## src/rtl/timer_counter_pkg.sv

```systemverilog
// Shared definitions for the timer_counter peripheral: register offsets,
// CTRL bit positions, MODE encodings and FSM state encoding.
package timer_counter_pkg;

    typedef enum logic [1:0] {
        REG_CTRL   = 2'd0,
        REG_PRESET = 2'd1,
        REG_COUNT  = 2'd2,
        REG_RSVD   = 2'd3
    } timer_reg_e;

    localparam int CTRL_EN       = 0;
    localparam int CTRL_MODE_LSB = 1;
    localparam int CTRL_MODE_MSB = 2;
    localparam int CTRL_IM       = 3;
    localparam int CTRL_BITS     = 4;

    // Encodings 2 and 3 are treated as one-shot.
    typedef enum logic [1:0] {
        MODE_ONESHOT = 2'd0,
        MODE_RELOAD  = 2'd1,
        MODE_RSVD2   = 2'd2,
        MODE_RSVD3   = 2'd3
    } timer_mode_e;

    typedef enum logic [1:0] {
        ST_IDLE = 2'd0,
        ST_LOAD = 2'd1,
        ST_CNT  = 2'd2,
        ST_INT  = 2'd3
    } timer_state_e;

endpackage

```

## src/rtl/timer_counter.sv

```systemverilog
// Memory-mapped down-counting timer with one-shot / auto-reload modes and a
// maskable level interrupt towards CP0.
module timer_counter
    import timer_counter_pkg::*;
#(
    parameter int               WIDTH        = 32,
    parameter logic [WIDTH-1:0] RESET_PRESET = '0
) (
    input  logic             clk,
    input  logic             reset,
    input  logic [1:0]       addr,
    input  logic             we,
    input  logic [WIDTH-1:0] wdata,
    output logic [WIDTH-1:0] rdata,
    output logic             irq
);

    // Bus cycle: single cycle, no wait states; a write with we=1 commits at the
    // next rising edge, rdata always reflects the word selected by addr.
    logic [CTRL_BITS-1:0] ctrl_q, ctrl_d;
    logic [WIDTH-1:0]     preset_q, preset_d;
    logic [WIDTH-1:0]     count_q, count_d;
    logic                 pending_q, pending_d;
    timer_state_e         state_q, state_d;

    logic ctrl_wr;
    logic preset_wr;
    logic en;
    logic reload;

    assign ctrl_wr   = we && (timer_reg_e'(addr) == REG_CTRL);
    assign preset_wr = we && (timer_reg_e'(addr) == REG_PRESET);
    assign en        = ctrl_q[CTRL_EN];
    assign reload    = (timer_mode_e'(ctrl_q[CTRL_MODE_MSB:CTRL_MODE_LSB]) == MODE_RELOAD);

    always_comb begin
        ctrl_d    = ctrl_q;
        preset_d  = preset_q;
        count_d   = count_q;
        pending_d = pending_q;
        state_d   = state_q;

        // Clears come first so that the INT event below overrides them.
        if (reload || ctrl_wr) begin
            pending_d = 1'b0;
        end

        case (state_q)
            ST_IDLE: begin
                if (en) begin
                    state_d = ST_LOAD;
                end
            end
            ST_LOAD: begin
                count_d = preset_q;
                state_d = ST_CNT;
            end
            ST_CNT: begin
                if (!en) begin
                    state_d = ST_IDLE;
                end else if (count_q > WIDTH'(1)) begin
                    count_d = count_q - WIDTH'(1);
                end else begin
                    count_d = '0;
                    state_d = ST_INT;
                end
            end
            ST_INT: begin
                pending_d = 1'b1;
                if (reload) begin
                    state_d = ST_LOAD;
                end else begin
                    ctrl_d[CTRL_EN] = 1'b0;
                    state_d         = ST_IDLE;
                end
            end
            default: state_d = ST_IDLE;
        endcase

        // Bus writes are applied last: a CTRL write beats the one-shot EN clear.
        if (ctrl_wr) begin
            ctrl_d = wdata[CTRL_BITS-1:0];
        end
        if (preset_wr) begin
            preset_d = wdata;
        end
    end

    always_ff @(posedge clk or negedge reset) begin
        if (!reset) begin
            ctrl_q    <= '0;
            preset_q  <= RESET_PRESET;
            count_q   <= '0;
            pending_q <= 1'b0;
            state_q   <= ST_IDLE;
        end else begin
            ctrl_q    <= ctrl_d;
            preset_q  <= preset_d;
            count_q   <= count_d;
            pending_q <= pending_d;
            state_q   <= state_d;
        end
    end

    always_comb begin
        rdata = '0;
        case (timer_reg_e'(addr))
            REG_CTRL:   rdata[CTRL_BITS-1:0] = ctrl_q;
            REG_PRESET: rdata = preset_q;
            REG_COUNT:  rdata = count_q;
            default:    rdata = '0;
        endcase
    end

    assign irq = pending_q & ctrl_q[CTRL_IM];

endmodule

```

## config.mk

```make
export PLATFORM = sky130hd
export DESIGN_NAME = timer_counter
export DESIGN_NICKNAME = d
export VERILOG_FILES = /design/src/rtl/timer_counter_pkg.sv /design/src/rtl/timer_counter.sv
export SDC_FILE = /design/constraint.sdc
export NUM_CORES = 1
export LEC_CHECK = 0
export CORE_ASPECT_RATIO = 0.75
export CORE_MARGIN = 8
export CORE_UTILIZATION = 54
export DETAILED_ROUTE_END_ITERATION = 16
export PLACE_DENSITY = 0.81
export SYNTH_ARGS = -nofsm -noshare
export SYNTH_HDL_FRONTEND = slang
export SYNTH_SLANG_ARGS = --single-unit
```

## constraint.sdc

```tcl
create_clock -name clk -period 3.14 [get_ports clk]
set_input_delay 0.628 -clock clk [delete_from_list [all_inputs] [get_ports clk]]
set_output_delay 0.628 -clock clk [all_outputs]
set_load 0.02 [all_outputs]
```

==> results.cfg, run 1 <==
[yosys]
ys_ff_latch = 71
synth_nets = 476
synth_compound_area_share_pct = 21.7
synth_xor_area_share_pct = 0
syn_area_per_cell_um2 = 9.82
syn_inst = 433
synth_simple_gate_area_share_pct = 21.4
synthTopCellsByArea = dfrtp_1 (42%), mux2_2 (9.3%), a22oi_1 (7.2%), nor2b_1 (4.4%), nand3_1 (2.5%)
syn_area_mm2 = 0.00425
synth_cell_types = 56
yosys.area.top_type = dfrtp_1
ys.flop_type = dfrtp_1
synth_top_family_by_area = compound AO/OA/AOI/OAI gates
synthAdderAreaFrac_pct = 1.77
synth-seq-area-share_pct = 41.8
yosysTopAreaCellShare_pct = 41.8
async_flop_share_pct = 100
synth_edf_count = 0
synthMuxAreaShare_pct = 9.27
yosysWarnings = 0

[sta]
fin_crit_ns = 2.97
slew_headroom_pct = 46.2
worst_slack_ns = 0.173
rsz0062_at_grt = false
worst_pin_slew_ns = 0.800
period_share_pct = 94.5
hold_viol_final = 0
setup_viol = 0
final_max_slew_viol_count = 0
max_clock_freq_mhz = 337
finClkSkew_ns = 0.0144

[worst_setup_path]
worstPathMaxFanout = 20
arrival_ns = 2.34
r2r-end = count_q[30]
worstSetupStartpointType = input port
crit_type = input port to output pin
r2r_setup_slack_ns = 0.52
crit_path_start = addr[0]
crit_required_ns = 2.51
timing.rr.start = count_q[26]
r2r_cells = 5
end_kind = output pin

[layout]
final_common_cell = dfrtp_1
antennaDiodeCount = 0
layout_common_cells = dfrtp_1 (71), a22oi_1 (41), clkdlybuf4s50_1 (36)
nets = 548
syn2layout_area_growth_pct = 25.3
drive_gt1_share_pct = 16.7
fillers = 646
fin_util_pct = 68.5

[floorplan]
io_pins = 70
die_h_um = 92.8
dieArea_mm2 = 0.0110
die_w_um = 118
core_mm2 = 0.00778
initial_core_util_pct = 54.7
fp-row-count = 28

[outcome]
status = complete, no violations

[clock_network]
clock_sinks = 71
cts-root-buf = clkbuf_8
cts_setup_buffers = 0
htreeDepth = 3
clk_pin_slew_ns = 0.08
cts_hold_buf = 0
tritoncts = built
cts_buffers = 9
clk-insertion-delay-late_ns = 0.35
clk_path_buf_depth = 2

[detailed_routing]
drt-pass1-iter-count = 5
first_iter_violations = 412
drc = 0
avgRoutedWirePerCell_um = 20.1
vias_per_cell = 6.60
wirelength_um = 12300
vias = 4050
ant_nets = 0

[global_routing]
grt_pass1_wl_um = 20400
grt_antenna_before_repair = 0
grt_usage_pct = 22.4
grt_overflow = 0
grt_max_degree = 43
grt_pass1_vias = 3977

[power_and_ir_drop]
vdd_ir_drop_max_uv = 318
power.density_mw_per_mm2 = 755
p_leak_nw = 2.30

[place]
place_ws_ns = -0.0515
io_buffers = 69
place_hpwl_um = 8830
gp_congestion = 0.918

[run]
drv_cap = 0

[min_path]
hold_class = input port to async pin
## cell families after synthesis
family / after synthesis
simple gates: 163
compound gates: 116
flops: 71
buf+inv: 42
mux: 35
fa+ha+maj: 6
## Yosys cell counts (all sizes together), types with 2 or more instances
library cell	n
a21oi	2
o2111ai	7
nand3	21
o31ai	9
or3	12
a21o	2
or4	10
nor3	10
a32oi	3
a31o	3
buf	9
a222oi	4
mux2	35
a22oi	42
o221ai	4
o211ai	5
o21ai	6
and2	3
a22o	5
inv	10
a41oi	2
a2bb2oi	2
nand4	11
nor2	21
o41ai	6
ha	6
a221o	2
a31oi	3
and4	2
dfrtp	71
nor4	8
nand2b	2
or2	2
o22ai	2
nand2	28
nor2b	30
clkbuf	23
## worst max path at each step
stage | cells after the start | slack, ns | to
floorplan | 7 | 0.77 | count_q[1]
global placement | 7 | -0.005 | rdata[17]
detailed placement | 8 | -0.05 | rdata[21]
CTS | 8 | 0.0002 | rdata[7]
global route | 8 | 0.08 | rdata[13]
finish | 8 | 0.17 | rdata[21]
## metal layers
layer	global-route usage, %	up-vias	part of all wire (%)
li1	-	1821	-
met2	35.6	225	46
met3	5.23	22	8.5
met1	30.3	1982	44
met4	5.77	0	1.3
met5	0	-	0
## state kept, by name (all words and copies together), names as in the netlist
register and cells:
state_q 2, preset_q 32, count_q 32, ctrl_q 4, pending_q 1
## layout make-up
| class | instances | area, µm² | share of cell area, % |
|---|---|---|---|
| Timing Repair Buffer | 93 | 902 | 16.9 |
| Clock inverter | 4 | 47.5 | 0.892 |
| Multi-Input combinational cell | 320 | 2300 | 43.2 |
| Clock buffer | 11 | 131 | 2.47 |
| Inverter | 10 | 37.5 | 0.705 |
| Tap cell | 105 | 131 | 2.47 |
| Sequential cell | 71 | 1780 | 33.3 |
## worst max-delay path: stages
cell	delay, ns
clkdlybuf4s50_1	0.50
inv_1	0.07
ha_1	0.23
buf_12	0.17
buf_12	0.14
a22oi_1	0.21
nor2b_1	0.06
dlygate4sd2_1	0.32
## power by group
part / total, W / internal (W) / switching [W]
Combinational: 0.00165 / 0.000736 / 0.000914
Sequential: 0.00167 / 0.00123 / 0.000439
Clock: 0.000704 / 0.000361 / 0.000343
Total: 0.00402 / 0.00233 / 0.00170
## stage by stage
stage                     TNS (ns)  cell area, µm²  power [W]  cells  hold WS, ns
after detailed placement    -0.482            5160    0.00332    599        0.493
final                            0            5330    0.00402    614        0.328
after CTS                        0            5310    0.00400    614        0.341
after global placement    -0.00458            5160    0.00326    599        0.485
after global routing             0            5330    0.00427    614        0.367
after floorplan                  0            4250    0.00270    433        0.332
## timing repair
action,CTS,global route
setup endpoints to repair,25,7
gates resized for setup,25,7
cloned,0,0
endpoints found under the hold margin,0,0
No activity file was read; power rests on OpenSTA's default activity.
==> inputs of run 2 (changes only) <==
--- a/config.mk
+++ b/config.mk
@@ -5,11 +5,13 @@
 export SDC_FILE = /design/constraint.sdc
 export NUM_CORES = 1
 export LEC_CHECK = 0
+export ABC_AREA = 1
 export CORE_ASPECT_RATIO = 0.75
 export CORE_MARGIN = 8
-export CORE_UTILIZATION = 54
+export CORE_UTILIZATION = 55
 export DETAILED_ROUTE_END_ITERATION = 16
-export PLACE_DENSITY = 0.81
+export DONT_BUFFER_PORTS = 1
+export PLACE_DENSITY = 0.7
 export SYNTH_ARGS = -nofsm -noshare
 export SYNTH_HDL_FRONTEND = slang
 export SYNTH_SLANG_ARGS = --single-unit
==> results.cfg, run 2 <==
[worst_setup_path]
arrival_ns = 1.69
crit_required_ns = 2.51
crit_family = buffers and inverters
cp_num_buf_inv = 3
worstSetupStartpointType = input port
max_stage_delay_ns = 0.42
worst_path_max_delay_cell = inv_2
end_kind = output pin
worstPathMaxFanout = 28
crit_type = input port to output pin
path_cells = inv_1, ha_1, inv_2, a21oi_1, buf_4

[detailed_routing]
vias_per_cell = 5.47
first_iter_violations = 415
dr_wl_met2_um = 5550
wirelength_um = 12300
wl_met3_um = 814
drt-pass1-iter-count = 4
highest_layer = met4
wl_met1_um = 5820
vias = 4166
avgRoutedWirePerCell_um = 16.1
drc = 0
ant_nets = 0

[place]
gp_congestion = 0.924
io_buffers = 0
place_ws_ns = 0.817
place_hpwl_um = 8630
placedCellCount = 746

[sta]
max_clock_freq_mhz = 432
period_share_pct = 73.8
finClkSkew_ns = 0.0114
hold_viol_final = 0
worst_slack_ns = 0.824
setup_tns_ns = 0
setup_viol = 0
holdWs_ns = 0.143
slew_headroom_pct = 48.5
fin_crit_ns = 2.32
rsz0062_at_grt = false
final_max_slew_viol_count = 0
worst_pin_slew_ns = 0.772

[floorplan]
core_mm2 = 0.00795
dieArea_mm2 = 0.0115
die_h_um = 94.8
fp-row-count = 28
io_pins = 70
initial_core_util_pct = 57.2
die_w_um = 121

[power_and_ir_drop]
power_w = 0.00420
p_leak_nw = 2.42
power.density_mw_per_mm2 = 834
vdd_ir_drop_max_uv = 391

[clock_network]
htreeDepth = 3
cts_hold_buf = 1
cts_resized = 0
cts_setup_buffers = 0
cts-root-buf = clkbuf_8
cts_buffers = 9
clock_sinks = 71
tritoncts = built
clk-insertion-delay-late_ns = 0.35
clk_path_buf_depth = 2
clk_pin_slew_ns = 0.08

[yosys]
async_flop_share_pct = 100
synth_cell_types = 34
synth_edf_count = 0
synth_nets = 675
ys.flop_type = dfrtp_1
syn_inst = 632
synth_common_cells = nand2_1 (249), dfrtp_1 (71), nor2_1 (64), inv_1 (41), a21oi_1 (38)
syn_area_mm2 = 0.00455
synth-seq-area-share_pct = 39.1
ys_ff_latch = 71
yosysWarnings = 0
yosysMostFrequentCell = nand2_1
syn_area_per_cell_um2 = 7.20
yosysTopAreaCellShare_pct = 39.1
synthTopCellsByArea = dfrtp_1 (39%), nand2_1 (21%), mux2_2 (5.4%), nor2_1 (5.3%), a21oi_1 (4.2%)
yosys.area.top_type = dfrtp_1

[layout]
nets = 696
layout_common_cells = nand2_1 (249), dfrtp_1 (71), nor2_1 (64)
drive_gt1_share_pct = 15.2
syn2layout_area_growth_pct = 10.7
reg_top3 = count_q x32, preset_q x32, ctrl_q x4
stdcell_count = 762
final_common_cell = nand2_1
antennaDiodeCount = 0

[min_path]
hold_class = input port to async pin

[global_routing]
grt_max_degree = 72
grt_overflow = 0
grt_antenna_before_repair = 0
grt_pass1_vias = 4160
grt_usage_pct = 22.4
grt_pass1_wl_um = 20700

[run]
drv_cap = 0

[outcome]
status = complete, no violations
## run 2: cell count changes after synthesis, moves of 12 or more
cell | previous run | this run
nand2_1 | 27 | 249
a22oi_1 | 41 | 0
mux2_2 | 35 | 22
nor2b_1 | 30 | 0
o21ai_0 | 5 | 21
inv_1 | 10 | 41
or3_1 | 12 | 0
a21oi_1 | 2 | 38
nor2_1 | 21 | 64
## run 2: cell type report
cell class / count / area (µm²)
fill: 735 / 2920
multi-input combinational: 494 / 2470
sequential: 71 / 1780
timing repair buffer: 33 / 268
inverter: 44 / 165
clock buffer: 10 / 138
tap: 105 / 131
clock inverter: 5 / 82.6
## run 2: worst paths after layout
kind | start | endpoint | slack [ns] | depth (start not counted)
worst max register to register | count_q[0] | count_q[23] | 1.03 | 11
worst min register to register | preset_q[14] | preset_q[14] | 0.54 | 1
worst min-delay path | reset | ctrl_q[3] | 0.14 | 1
worst max-delay path | addr[0] | rdata[20] | 0.82 | 5
min in group clk | wdata[12] | preset_q[12] | 0.43 | 1
max in group asynchronous | reset | count_q[31] | 2.65 | 1
## run 2: cells by family after synthesis
logic type | count (synthesis) | share of synthesized area (%)
multiplexers | 22 | 5.45
XOR/XNOR | 18 | 3.47
adder cells (fa/ha/maj) | 6 | 1.65
buffers and inverters | 67 | 6.52
AND/OR/NAND/NOR | 366 | 33.9
flip-flops | 71 | 39.1
AO/OA/AOI/OAI | 82 | 9.99
## run 2: power breakdown
part           switching [W]  internal (W)  leakage, nW
Combinational        0.00112      0.000633         1.47
Sequential          0.000409       0.00121        0.856
Clock               0.000356      0.000465        0.101
## run 2: per-layer routing
layer | track usage (%) | vias to the layer above
li1 | - | 2044
met1 | 31.2 | 1965
met2 | 35.8 | 146
met3 | 3.88 | 11
met4 | 4.56 | 0
met5 | 0 | -
## run 2: metrics by stage
stage,area [µm²],utilization (%)
detailed placement,4790,60.2
global route,5040,63.3
CTS,5040,63.3
floorplan,4550,-
finish,5040,63.3
global placement,4790,60.2
## run 2: worst reg2reg max path, cell delays in order, from the launching register on
cell	delay, ns
dfrtp_1	0.41
inv_1	0.10
ha_1	0.25
nand2_2	0.15
nor2_4	0.09
nand2_4	0.13
nand2_4	0.08
a21oi_4	0.46
nand3_1	0.17
nand2_1	0.10
nand2_1	0.05
nand2_1	0.07
==> inputs of run 3 (changes only) <==
--- a/config.mk
+++ b/config.mk
@@ -11,7 +11,7 @@
 export CORE_UTILIZATION = 55
 export DETAILED_ROUTE_END_ITERATION = 16
 export DONT_BUFFER_PORTS = 1
-export PLACE_DENSITY = 0.7
+export PLACE_DENSITY = 0.73
 export SYNTH_ARGS = -nofsm -noshare
 export SYNTH_HDL_FRONTEND = slang
 export SYNTH_SLANG_ARGS = --single-unit
==> constraint.sdc (replaced) <==
create_clock -name clk -period 1.95 [get_ports clk]
set_input_delay 0.39 -clock clk [delete_from_list [all_inputs] [get_ports clk]]
set_output_delay 0.39 -clock clk [all_outputs]
set_load 0.02 [all_outputs]
==> results.cfg, run 3 (synthesis results as in run 2) <==
[detailed_routing]
wirelength_um = 12800
drc = 0
vias_per_cell = 5.42
first_iter_violations = 316
vias = 4237
avgRoutedWirePerCell_um = 16.3
ant_nets = 0
drt-pass1-iter-count = 5

[worst_setup_path]
r2r_cells = 12
arrival_ns = 2.06
crit_path_frequent_cell = nand2_1
end_kind = flop
crit_required_ns = 2.21
endpoint = count_q[26]
worstPathMaxFanout = 8
r2r_setup_slack_ns = 0.15
r2r-end = count_q[26]
worst_path_max_delay_cell = dfrtp_1
worstSetupStartpointType = flop
timing.rr.start = count_q[0]
path_cells = inv_1, ha_2, nand2_2, nor2_4, nand2_4, nand2_4, a21oi_4, buf_4, nand3_1, nand2_1, nand2_1, nand2_1
crit_type = flop to flop
max_stage_delay_ns = 0.40
crit_path_start = count_q[0]

[layout]
syn2layout_area_growth_pct = 15.7
reg_top3 = count_q x32, preset_q x32, ctrl_q x4
nets = 715
multi_input_area_mm2 = 0.00250
layout_common_cells = nand2_1 (248), dfrtp_1 (71), nor2_1 (63)
final_common_cell = nand2_1
antennaDiodeCount = 0
drive_gt1_share_pct = 18.5
fillers = 677
seqCellArea_mm2 = 0.00178
design_area_mm2 = 0.00526

[clock_network]
clk-insertion-delay-late_ns = 0.37
tritoncts = built
clk_path_buf_depth = 2
clk_pin_slew_ns = 0.08
cts-root-buf = clkbuf_8
cts_buffers = 9
htreeDepth = 3
clock_sinks = 71

[floorplan]
fp-row-count = 28
core_mm2 = 0.00795
initial_core_util_pct = 57.2
dieArea_mm2 = 0.0115
die_w_um = 121
io_pins = 70
die_h_um = 94.8

[sta]
fin_crit_ns = 1.80
hold_viol_final = 71
setup_viol = 0
finClkSkew_ns = 0.0106
max_clock_freq_mhz = 556
worst_pin_slew_ns = 0.305
slew_headroom_pct = 79.7
final_max_slew_viol_count = 0
period_share_pct = 92.3
holdWs_ns = -0.291

[outcome]
status = complete, but fails checks
violations = hold timing

[run]
drv_cap = 0

[place]
placed_area_mm2 = 0.00496
gp_congestion = 0.915
place_hpwl_um = 9180
io_buffers = 0

[global_routing]
grt_usage_pct = 23.1
grt_antenna_before_repair = 0
grt_pass1_wl_um = 20900
grt_max_degree = 72
grt_overflow = 0
grt_pass1_vias = 4124

[power_and_ir_drop]
vdd_ir_drop_max_uv = 847
power.density_mw_per_mm2 = 1380
p_leak_nw = 2.55
power_w = 0.00724

[min_path]
hold_class = input port to async pin
-- run 3: cell types whose count changed in the layout (fill, tap and decap cells not counted), sizes merged --
cell,delta
clkinvlp,-3
clkinv,+2
clkbuf,+1
buf,+19
bufinv,+1
-- run 3: worst min-delay path by stage --
stage | startpoint | to | slack [ns] | depth (start not counted)
detailed placement | reset | pending_q | 0.1 | 0
floorplan | reset | count_q[0] | 0.09 | 0
CTS | reset | count_q[1] | -0.31 | 0
global route | reset | count_q[1] | -0.31 | 0
global placement | reset | preset_q[0] | 0.1 | 0
finish | reset | count_q[1] | -0.29 | 0
-- run 3: layout make-up --
class,instances,share of cell area [%]
inverter,44,3.14
clock buffer,11,2.88
timing repair buffer,52,8.14
multi-input combinational,494,47.6
clock inverter,5,1.97
sequential,71,33.8
tap,105,2.50
-- run 3: worst max-delay path, delay by kind of cell, from the launching register on --
kind	cells	cell delay [ns]
compound gates	1	0.06
fa+ha+maj	1	0.20
flops	1	0.40
buf+inv	2	0.27
simple gates	8	0.75
-- run 3: per-stage QoR --
stage | worst slack (ns) | setup TNS [ns] | utilization, % | cells | hold slack [ns]
6_report | 0.151 | 0 | 66.1 | 782 | -0.291
5_1_grt | -0.00198 | -0.00198 | 66.1 | 782 | -0.310
4_1_cts | 0.0572 | 0 | 65.6 | 780 | -0.308
3_5_place_dp | 0.0987 | 0 | 62.4 | 764 | 0.0977
3_3_place_gp | 0.186 | 0 | 62.4 | 764 | 0.0971
2_1_floorplan | 0.0808 | 0 | - | 632 | 0.0944
-- run 3: repair_timing --
item / 4_1_cts / 5_1_grt
endpoints found under the setup margin: 0 / 23
resized for setup: 0 / 6
setup buffers: 0 / 2
endpoints found under the hold margin: 71 / 71
-- run 3: per-layer routing --
layer  vias up  global-route usage, %  part of all wire [%]
li1       2090                      -                     -
met2       146                   34.8                    44
met5         -                      0                     0
met1      1981                   31.0                    47
met4         0                   9.33                   1.8
met3        20                   6.26                   7.2
-- run 3: where the power goes --
group          leakage [nW]  internal (W)  switching (W)
Combinational          1.57       0.00123        0.00197
Clock                 0.130      0.000919       0.000585
Sequential            0.856       0.00195       0.000589
Total                  2.55       0.00410        0.00314
